===== src/rtl/scan_pkg.sv =====
// rtl/scan_pkg.sv - shared types and constants for the scan sequencer
package scan_pkg;

    localparam int NUM_CH           = 8;
    localparam int SEL_W            = 3;
    localparam int BLANK_CYCLES_DEF = 2;

    typedef enum logic [1:0] {
        IDLE  = 2'd0,
        DWELL = 2'd1,
        BLANK = 2'd2
    } state_t;

endpackage


===== src/rtl/scan_next_ch.sv =====
// rtl/scan_next_ch.sv - next enabled channel strictly above cur, wrapping; wrap flags frame end
module scan_next_ch
    import scan_pkg::*;
(
    input  logic [SEL_W-1:0]  cur,
    input  logic [NUM_CH-1:0] mask,
    output logic [SEL_W-1:0]  nxt,
    output logic              wrap
);

    logic [SEL_W-1:0] idx;
    logic             found;

    // Offset NUM_CH folds back onto cur itself, which covers the single-bit mask.
    always_comb begin
        nxt   = cur;
        found = 1'b0;
        idx   = '0;
        for (int i = 1; i <= NUM_CH; i++) begin
            idx = cur + SEL_W'(i);
            if (!found && mask[idx]) begin
                nxt   = idx;
                found = 1'b1;
            end
        end
        wrap = (nxt <= cur);
    end

endmodule


===== src/rtl/scan_sequencer.sv =====
// rtl/scan_sequencer.sv - channel scan sequencer with per-step dwell and frame pulse
// Optional inter-step blanking gap: define SCAN_BLANK_EN.
module scan_sequencer
    import scan_pkg::*;
#(
    parameter int DWELL_W      = 8,
    parameter int BLANK_CYCLES = BLANK_CYCLES_DEF
) (
    input  logic               clk,
    input  logic               rst,
    input  logic               en,
    input  logic               oneshot,
    input  logic [DWELL_W-1:0] dwell,
    input  logic [NUM_CH-1:0]  ch_mask,
    output logic [SEL_W-1:0]   sel,
    output logic               sel_vld,
    output logic               frame_done,
    output logic               busy
);

`ifdef SCAN_BLANK_EN
    localparam bit BLANK_ON = 1'b1;
`else
    localparam bit BLANK_ON = 1'b0;
`endif
    localparam logic [3:0] BLANK_LOAD = 4'(BLANK_CYCLES - 1);

    state_t             state;
    logic [DWELL_W-1:0] cnt;
    logic [3:0]         bcnt;
    logic [SEL_W-1:0]   pend;

    logic [SEL_W-1:0]   search_cur;
    logic [SEL_W-1:0]   step_nxt;
    logic               step_wrap;
    logic [SEL_W-1:0]   start_sel;
    logic [NUM_CH-1:0]  above;
    logic               peek_wrap;
    logic               mask_any;
    logic [DWELL_W-1:0] load;
    logic               last_one;
    logic               start_fd;

    // From IDLE, searching above the top channel yields the lowest set bit.
    assign search_cur = (state == IDLE) ? SEL_W'(NUM_CH - 1) : sel;

    scan_next_ch u_next (
        .cur  (search_cur),
        .mask (ch_mask),
        .nxt  (step_nxt),
        .wrap (step_wrap)
    );

    assign start_sel = (state == BLANK) ? pend : step_nxt;
    assign mask_any  = |ch_mask;
    assign load      = (dwell == '0) ? '0 : dwell - 1'b1;
    assign last_one  = (dwell <= DWELL_W'(1));

    // A one-cycle step must raise frame_done on entry, so look ahead at its wrap.
    assign above     = ch_mask >> start_sel;
    assign peek_wrap = (above[NUM_CH-1:1] == '0);
    assign start_fd  = last_one && peek_wrap && mask_any;

    always_ff @(posedge clk or posedge rst) begin
        if (rst) begin
            state      <= IDLE;
            sel        <= '0;
            sel_vld    <= 1'b0;
            frame_done <= 1'b0;
            busy       <= 1'b0;
            cnt        <= '0;
            bcnt       <= '0;
            pend       <= '0;
        end else if (!en) begin
            state      <= IDLE;
            sel_vld    <= 1'b0;
            frame_done <= 1'b0;
            busy       <= 1'b0;
        end else begin
            case (state)
                IDLE: begin
                    if (mask_any) begin
                        state      <= DWELL;
                        sel        <= start_sel;
                        sel_vld    <= 1'b1;
                        busy       <= 1'b1;
                        cnt        <= load;
                        frame_done <= start_fd;
                    end else begin
                        sel_vld    <= 1'b0;
                        busy       <= 1'b0;
                        frame_done <= 1'b0;
                    end
                end
                DWELL: begin
                    if (cnt != '0) begin
                        cnt        <= cnt - 1'b1;
                        frame_done <= (cnt == DWELL_W'(1)) && step_wrap && mask_any;
                    end else if (!mask_any || (step_wrap && oneshot)) begin
                        state      <= IDLE;
                        sel_vld    <= 1'b0;
                        busy       <= 1'b0;
                        frame_done <= 1'b0;
                    end else if (BLANK_ON) begin
                        state      <= BLANK;
                        bcnt       <= BLANK_LOAD;
                        pend       <= step_nxt;
                        sel_vld    <= 1'b0;
                        frame_done <= 1'b0;
                    end else begin
                        sel        <= start_sel;
                        cnt        <= load;
                        frame_done <= start_fd;
                    end
                end
                BLANK: begin
                    if (bcnt != '0) begin
                        bcnt <= bcnt - 1'b1;
                    end else if (!mask_any) begin
                        state <= IDLE;
                        busy  <= 1'b0;
                    end else begin
                        state      <= DWELL;
                        sel        <= start_sel;
                        sel_vld    <= 1'b1;
                        cnt        <= load;
                        frame_done <= start_fd;
                    end
                end
                default: begin
                    state      <= IDLE;
                    sel_vld    <= 1'b0;
                    frame_done <= 1'b0;
                    busy       <= 1'b0;
                end
            endcase
        end
    end

endmodule

===== config.mk =====
export PLATFORM = sky130hd
export DESIGN_NAME = scan_sequencer
export DESIGN_NICKNAME = d
export VERILOG_FILES = /design/src/rtl/scan_pkg.sv /design/src/rtl/scan_next_ch.sv /design/src/rtl/scan_sequencer.sv
export SDC_FILE = /design/constraint.sdc
export NUM_CORES = 1
export LEC_CHECK = 0
export CAP_MARGIN = 5
export CORE_ASPECT_RATIO = 1.25
export CORE_MARGIN = 2
export CORE_UTILIZATION = 35
export CTS_CLUSTER_DIAMETER = 80
export DETAILED_ROUTE_END_ITERATION = 10
export PLACE_DENSITY = 0.52
export SYNTH_ARGS = -nofsm -noshare
export SYNTH_HDL_FRONTEND = slang
export SYNTH_SLANG_ARGS = --single-unit

===== constraint.sdc =====
create_clock -name clk -period 13 [get_ports clk]
set_input_delay 1.95 -clock clk [delete_from_list [all_inputs] [get_ports clk]]
set_output_delay 1.95 -clock clk [all_outputs]
set_load 0.01 [all_outputs]

==> impl_metrics.tcl, run 1 <==
set metrics [dict create \
    status "completed" \
    cp_cell_sequence "clkdlybuf4s50_1, or4bb_1, o41ai_1, a2111oi_1, or2_1, or4b_4, o221ai_1, xnor2_1, ha_1, inv_1, a21oi_1, a31oi_1, a311oi_2, a31o_1, mux2i_1" \
    clock_sinks 14 \
    cts_setup_buffers 0 \
    vias 2265 \
    core_area_sq_mm 0.00617 \
    wl_per_cell_um 18.1 \
    drtPass1Iterations 4 \
    drv_slew 0 \
    cts_root_buffer "clkbuf_8" \
    grt_pass1_wl_mm 11.0 \
    hold_violations 0 \
    fmax_ghz 0.162 \
    drt-total-wl_mm 6.79 \
    tns_ps 0 \
    finalCritPeriodShare_pct 47.4 \
    die-width_um 75.3 \
    dp.final_hpwl_mm 5.14 \
    worst-path-buf-inv 2 \
    cp_top_family "compound AO/OA/AOI/OAI gates" \
    final_util_pct 41.2 \
    synth.largest_area_cell "dfrtp_1" \
    synthesis.area_sq_mm 0.00222 \
    cp_data_required_time_ps 13180 \
    postSynthCellCount 272 \
    place_congestion 0.935 \
    syn_area_per_cell_sq_um 8.17 \
    hold_class "reg -> reg" \
    antenna_found_initial 0 \
    remaining_drc_errors 0 \
    yosysWarnings 3 \
    finClkSkew_ps 4.70 \
    r2r_cells 14 \
    cts_max_path_buffers 2 \
    path_class "in -> reg" \
    max-cap-violations 0 \
    synth-edff-count 0 \
    start_util_pct 36.0 \
    fin_nets 320 \
    synth_top_area_share_pct 15.8 \
    setup_viol_count_final 0 \
    grt_max_degree 19 \
    port_buffers 25 \
    ys_seq_elements 14 \
    first_global_vias 2180 \
    ys_async_sr_fraction_pct 100 \
    final_cells 375 \
    tritoncts "yes" \
    place_inst 371 \
    ys_dominant_reg_cell "dfrtp_1" \
    numCtsBuffers 3 \
    min_path_cells 1 \
    period_needed_ps 6170 \
    clk_pin_slew_worst_paths_ps 60 \
    syn-num-nets 301 \
    grt_use_total_pct 19.9 \
    placementRows 32 \
    antenna_cells 0 \
    grt_overflow 0 \
    arrival_ps 6340 \
    worst_pin_slew_ps 690 \
    cpPeakStageDelay_ps 600 \
    synth.area.top_cells "dfrtp_1, mux2i_1, ha_1" \
    drt_iter0_drc 201 \
    crit_slowest_cell "clkdlybuf4s50_1" \
    ys_seq_area_share_pct 15.8 \
    cp_num_cells 15 \
    worstSetupEndpointType "flop" \
    final_layout_size_suffix_gt1_share_pct 12.1 \
    rsz0062_at_grt "false" \
    cp-start-kind "input port" \
    synth_most_common_cell "a21oi_1" \
    ctsHoldBuffers 0 \
    io_pins 26 \
    synth_cell_types 72 \
    slew_headroom_pct 54.0 \
    worstSkewPairLatency_ps 250 \
    postLayoutSetupSlackWorst_ps 6830 \
    dieArea_sq_mm 0.00700 \
    htree_levels 1 \
    dp_worst_setup_slack_ps 6630 \
    ctsResizeCount 0 \
    antenna_left 0 \
    ys_top_cells_by_count "a21oi_1, nand2_1, nor2_1, mux2i_1, inv_1" \
    crit_fanout 9 \
    fp.dieH_um 93.1 \
    areaGrowthSynthToFinish_pct 14.5 \
    nFillCells 658 \
    vias_per_cell 6.04 \
]
sequential cells by signal, summed over array words and instances, names as in the netlist:
register    flops
frame_done      1
sel             3
cnt             8
state           1
sel_vld         1
kinds of logic (layout without fill, tap and decap cells):
kind of cell | Yosys count | count (layout) | synth area share, %
buf+inv | 32 | 50 | 7.94
mux | 27 | 27 | 14.0
fa+ha+maj | 9 | 9 | 5.07
simple gates | 85 | 85 | 21.0
xor+xnor | 11 | 11 | 4.68
flops | 14 | 14 | 15.8
compound gates | 94 | 94 | 31.5
through the flow:
stage	instance area [sq um]	hold WS [ps]
finish	2540	520
detailed placement	2490	513
CTS	2540	527
global placement	2490	504
floorplan	2220	479
global route	2540	554
layout make-up:
class / instances / area, sq um / area share (%)
clock buffer: 4 / 55.1 / 2.17
inverter: 19 / 71.3 / 2.81
multi-input combinational: 226 / 1690 / 66.6
sequential: 14 / 350 / 13.8
tap: 85 / 106 / 4.18
timing repair buffer: 27 / 265 / 10.4
path summary, 6_finish.rpt:
check                                start      end  slack [ps]
worst max-delay path            ch_mask[5]   cnt[0]        6830
min in group asynchronous              rst   cnt[7]        2060
worst min-delay path               sel_vld  sel_vld         520
worst max register to register    state[0]   cnt[0]        7990
max in group asynchronous              rst   cnt[4]       10550
worst min register to register     sel_vld  sel_vld         520
cell usage in the layout (no fill, tap or decap), types with 2 or more instances in the layout:
cell type	instances
o21ai_0	3
nand2_1	20
a21oi_1	22
buf_4	2
mux2i_1	17
xor2_1	7
nor2_1	20
clkbuf_8	4
o2bb2ai_1	2
a22oi_1	6
nand2b_1	2
dfrtp_1	14
a211o_1	2
o221a_2	2
nor3_1	9
a211oi_1	6
a221oi_1	2
a31oi_1	7
mux4_2	2
o41ai_1	2
o22ai_1	5
clkdlybuf4s50_1	25
a32oi_1	3
and3b_1	2
mux2_2	6
o21ai_1	6
a21o_1	3
and3_1	4
inv_2	2
o311a_1	2
or4bb_1	2
xnor2_1	3
o32ai_1	3
ha_1	9
nor4_1	5
inv_1	16
nor2b_1	6
and2_1	4
metal layers:
layer  vias up  wire (um)  GRT usage [%]
met1      1093       2830           24.5
met5         -          0              0
met4         0        216           6.14
met2        76       3460           36.0
li1       1082          -              -
met3        14        284           1.19
Power of run 1 is left out: the tool's default activity adds up to more than one toggle a clock period on the data nets, which glitch-free logic cannot reach.
==> run 2, diff against run 1 <==
clock period = 5.8 ns   (was 13 ns; I/O delays follow)
==> impl_metrics.tcl, run 2 (same netlist as run 1, synthesis figures left out) <==
set metrics [dict create \
    drtPass1Iterations 4 \
    cts_setup_buffers 0 \
    reg_top3 "cnt x8, sel x3" \
    antenna_left 0 \
    drt_iter0_drc 270 \
    busiest_layer "met2" \
    areaGrowthSynthToFinish_pct 15.2 \
    dieArea_sq_mm 0.00700 \
    grt_util_met2_pct 34.6 \
    remaining_drc_errors 0 \
    numCtsBuffers 3 \
    port_buffers 25 \
    tns_ps 0 \
    cp-start-kind "input port" \
    max-cap-violations 0 \
    clk_pin_slew_worst_paths_ps 60 \
    place_area_sq_mm 0.00250 \
    grt_overflow 0 \
    cts_root_buffer "clkbuf_8" \
    period_needed_ps 5040 \
    vias 2217 \
    fin_nets 322 \
    largest_reg_flops 8 \
    core_area_sq_mm 0.00617 \
    tritoncts "yes" \
    place_congestion 0.910 \
    crit_fanout 8 \
    postLayoutCellArea_sq_mm 0.00256 \
    r2r-end "sel[2]" \
    drv_slew 0 \
    wl_per_cell_um 18.1 \
    slew_headroom_pct 53.9 \
    worst_pin_slew_ps 691 \
    final_common_cell "clkdlybuf4s50_1" \
    io_pins 26 \
    grt_util_met1_pct 25.7 \
    fmax_ghz 0.199 \
    r2r_cells 12 \
    final_layout_size_suffix_gt1_share_pct 12.7 \
    antenna_cells 0 \
    ctsResizeCount 0 \
    cp_data_required_time_ps 5930 \
    hold_violations 0 \
    drt-total-wl_mm 6.81 \
    rsz0062_at_grt "false" \
    path_class "in -> reg" \
    setup_viol_count_final 0 \
    start_util_pct 36.0 \
    worstSetupEndpointType "flop" \
    cp_cell_sequence "clkdlybuf4s50_1, or4bb_1, o41ai_1, a2111oi_1, or2_1, or4b_4, o221ai_1, xnor2_1, ha_1, a31oi_1, a311oi_2, a211oi_2, mux2_4" \
    first_global_vias 2221 \
    clock_sinks 14 \
    cpPeakStageDelay_ps 580 \
    cts_max_path_buffers 2 \
    dp.final_hpwl_mm 5.30 \
    r2r_slack_ps 900 \
    die-width_um 75.3 \
    final_cell_mix "clkdlybuf4s50_1, a21oi_1, nand2_1, nor2_1, mux2i_1" \
    holdPathEnd "cnt[6]" \
    placementRows 32 \
    r2r-start "sel[0]" \
    grt_use_total_pct 20.5 \
    antenna_found_initial 0 \
    grt_pass1_wl_mm 11.2 \
    regMostFlops "cnt" \
    arrival_ps 5170 \
    vias_per_cell 5.88 \
    min_path_cells 2 \
    finClkSkew_ps 2.36 \
    grt_max_degree 19 \
    grt_use_met3_pct 1.19 \
    ctsHoldBuffers 0 \
    hold_class "reg -> reg" \
    htree_levels 1 \
    worstSkewPairLatency_ps 250 \
    fp.dieH_um 93.1 \
    status "completed" \
    min_from "cnt[6]" \
    finalCritPeriodShare_pct 86.8 \
    crit_slowest_cell "clkdlybuf4s50_1" \
]
run 2: worst max-delay path: cells and delay by family:
kind	cells	cell delay [ps]
xor+xnor	1	290
mux	1	340
buf+inv	1	580
fa+ha+maj	1	330
simple gates	3	1430
compound gates	6	1320
run 2: how the worst max path moves through the flow:
stage,slack [ps],startpoint,end,cells after the start
2_1_floorplan,1450,ch_mask[5],sel[2],12
3_3_place_gp,560,ch_mask[5],cnt[1],15
3_5_place_dp,530,ch_mask[5],sel[2],13
4_1_cts,790,ch_mask[5],sel[2],13
5_1_grt,520,ch_mask[5],cnt[0],15
6_report,760,ch_mask[5],sel[2],13
run 2: layout make-up:
cell class	count	area [sq um]
timing repair buffer	29	280
inverter	19	71.3
tap	85	106
clock buffer	4	55.1
fill	636	3610
sequential	14	350
multi-input combinational	226	1690
run 2: stage by stage:
step	hold WS, ps	utilization [%]	worst slack [ps]	std cells
floorplan	479	-	1450	272
finish	514	41.5	764	377
global route	542	41.5	522	377
global placement	508	40.6	565	373
detailed placement	510	40.6	532	373
CTS	523	41.5	786	377
run 2: layer usage:
metal / routed length, um / share of wire [%]
met1: 2770 / 41
met2: 3410 / 50
met3: 276 / 4.1
met5: 0 / 0
met4: 354 / 5.2
Power of run 2 is left out for the same reason.
==> run 3, diff against run 2 <==
CORE_ASPECT_RATIO = unset   (was 1.25)
==> impl_metrics.tcl, run 3 (same netlist as run 1, synthesis figures left out) <==
set metrics [dict create \
    status "completed" \
    drt_iter0_drc 142 \
    ctsResizeCount 0 \
    antenna_found_initial 0 \
    final_cell_mix "clkdlybuf4s50_1, a21oi_1, nand2_1, nor2_1, mux2i_1" \
    grt_use_total_pct 19.0 \
    crit_slowest_cell "or4b_4" \
    io_pins 26 \
    fp.dieH_um 83.7 \
    cts_max_path_buffers 2 \
    regMostFlops "cnt" \
    tritoncts "yes" \
    max-cap-violations 0 \
    vias 2279 \
    clock_sinks 14 \
    cp_data_required_time_ps 5970 \
    port_buffers 25 \
    r2r_cells 16 \
    ctsHoldBuffers 0 \
    holdPathEnd "sel_vld" \
    placementRows 29 \
    hold_ws_ps 457 \
    arrival_ps 5230 \
    htree_levels 1 \
    final_common_cell "clkdlybuf4s50_1" \
    r2r-start "sel[1]" \
    wl_per_cell_um 17.8 \
    fmax_ghz 0.198 \
    path_class "in -> reg" \
    finClkSkew_ps 3.07 \
    fin_nets 323 \
    areaGrowthSynthToFinish_pct 14.4 \
    clk_pin_slew_worst_paths_ps 60 \
    hold_violations 0 \
    drtPass1Iterations 4 \
    core_area_sq_mm 0.00624 \
    setup_viol_count_final 0 \
    min_from "state[0]" \
    first_global_vias 2251 \
    place_congestion 0.971 \
    finalCritPeriodShare_pct 87.2 \
    cp-start-kind "input port" \
    worst_pin_slew_ps 704 \
    drt-total-wl_mm 6.56 \
    dieArea_sq_mm 0.00700 \
    min_path_cells 1 \
    final_layout_size_suffix_gt1_share_pct 12.7 \
    reg_top3 "cnt x8, sel x3" \
    worstSkewPairLatency_ps 250 \
    cts_root_buffer "clkbuf_8" \
    grt_overflow 0 \
    cp_cell_sequence "clkdlybuf4s50_1, or4bb_1, o41ai_1, a2111oi_1, or2_1, or4b_4, o221ai_1, xnor2_1, ha_1, inv_1, a21oi_1, a31oi_1, a311oi_2, a31o_1, mux2i_1" \
    worstSetupEndpointType "flop" \
    remaining_drc_errors 0 \
    antenna_cells 0 \
    r2r-end "cnt[0]" \
    numCtsBuffers 3 \
    period_needed_ps 5060 \
    vias_per_cell 6.18 \
    cpPeakStageDelay_ps 580 \
    drv_slew 0 \
    crit_fanout 9 \
    grt_max_degree 18 \
    tns_ps 0 \
    slew_headroom_pct 53.1 \
    die-width_um 83.7 \
    dp.final_hpwl_mm 5.02 \
    grt_pass1_wl_mm 11.0 \
    start_util_pct 35.6 \
    antenna_left 0 \
    r2r_slack_ps 1100 \
    hold_class "reg -> reg" \
    cts_setup_buffers 0 \
    rsz0062_at_grt "false" \
    largest_reg_flops 8 \
]
==> run 3: cell count changes in the layout (fill, tap and decap cells not counted) <==
| cell | before | now |
|---|---|---|
| buf_4 | 4 | 5 |
| clkbuf_8 | 4 | 3 |
==> run 3: layer usage <==
layer / routed length, um / vias to the layer above / track usage, %
li1: - / 1087 / -
met1: 2800 / 1079 / 25.2
met2: 3100 / 92 / 31.1
met3: 390 / 21 / 1.78
met4: 261 / 0 / 8.65
met5: 0 / - / 0
==> run 3: per-stage QoR <==
stage | utilization (%) | setup WS (ps) | cell area [sq um] | instances
CTS | 40.7 | 769 | 2540 | 369
detailed placement | 40.1 | 511 | 2500 | 366
floorplan | - | 1450 | 2220 | 272
global route | 40.7 | 382 | 2540 | 369
finish | 40.7 | 744 | 2540 | 369
global placement | 40.1 | 573 | 2500 | 366
==> run 3: area by class of cell <==
cell class | instances | area (sq um)
Clock buffer | 3 | 41.3
Fill cell | 656 | 3700
Inverter | 19 | 71.3
Multi-Input combinational cell | 226 | 1690
Sequential cell | 14 | 350
Tap cell | 77 | 96.3
Timing Repair Buffer | 30 | 288
==> run 3: worst max path at each step <==
| stage | startpoint | endpoint | slack, ps | cells after the start |
|---|---|---|---|---|
| 5_1_grt | ch_mask[5] | cnt[0] | 380 | 15 |
| 3_5_place_dp | ch_mask[5] | cnt[1] | 510 | 15 |
| 2_1_floorplan | ch_mask[5] | sel[2] | 1450 | 12 |
| 3_3_place_gp | ch_mask[5] | sel[2] | 570 | 13 |
| 4_1_cts | ch_mask[5] | cnt[0] | 770 | 15 |
| 6_report | ch_mask[5] | cnt[0] | 740 | 15 |
==> run 3: worst max-delay path, delay by kind of cell <==
kind / cells / cell delay [ps]
compound gates: 7 / 1560
xor+xnor: 1 / 290
fa+ha+maj: 1 / 230
buf+inv: 2 / 610
mux: 1 / 230
simple gates: 3 / 1430
Power of run 3 is left out for the same reason.
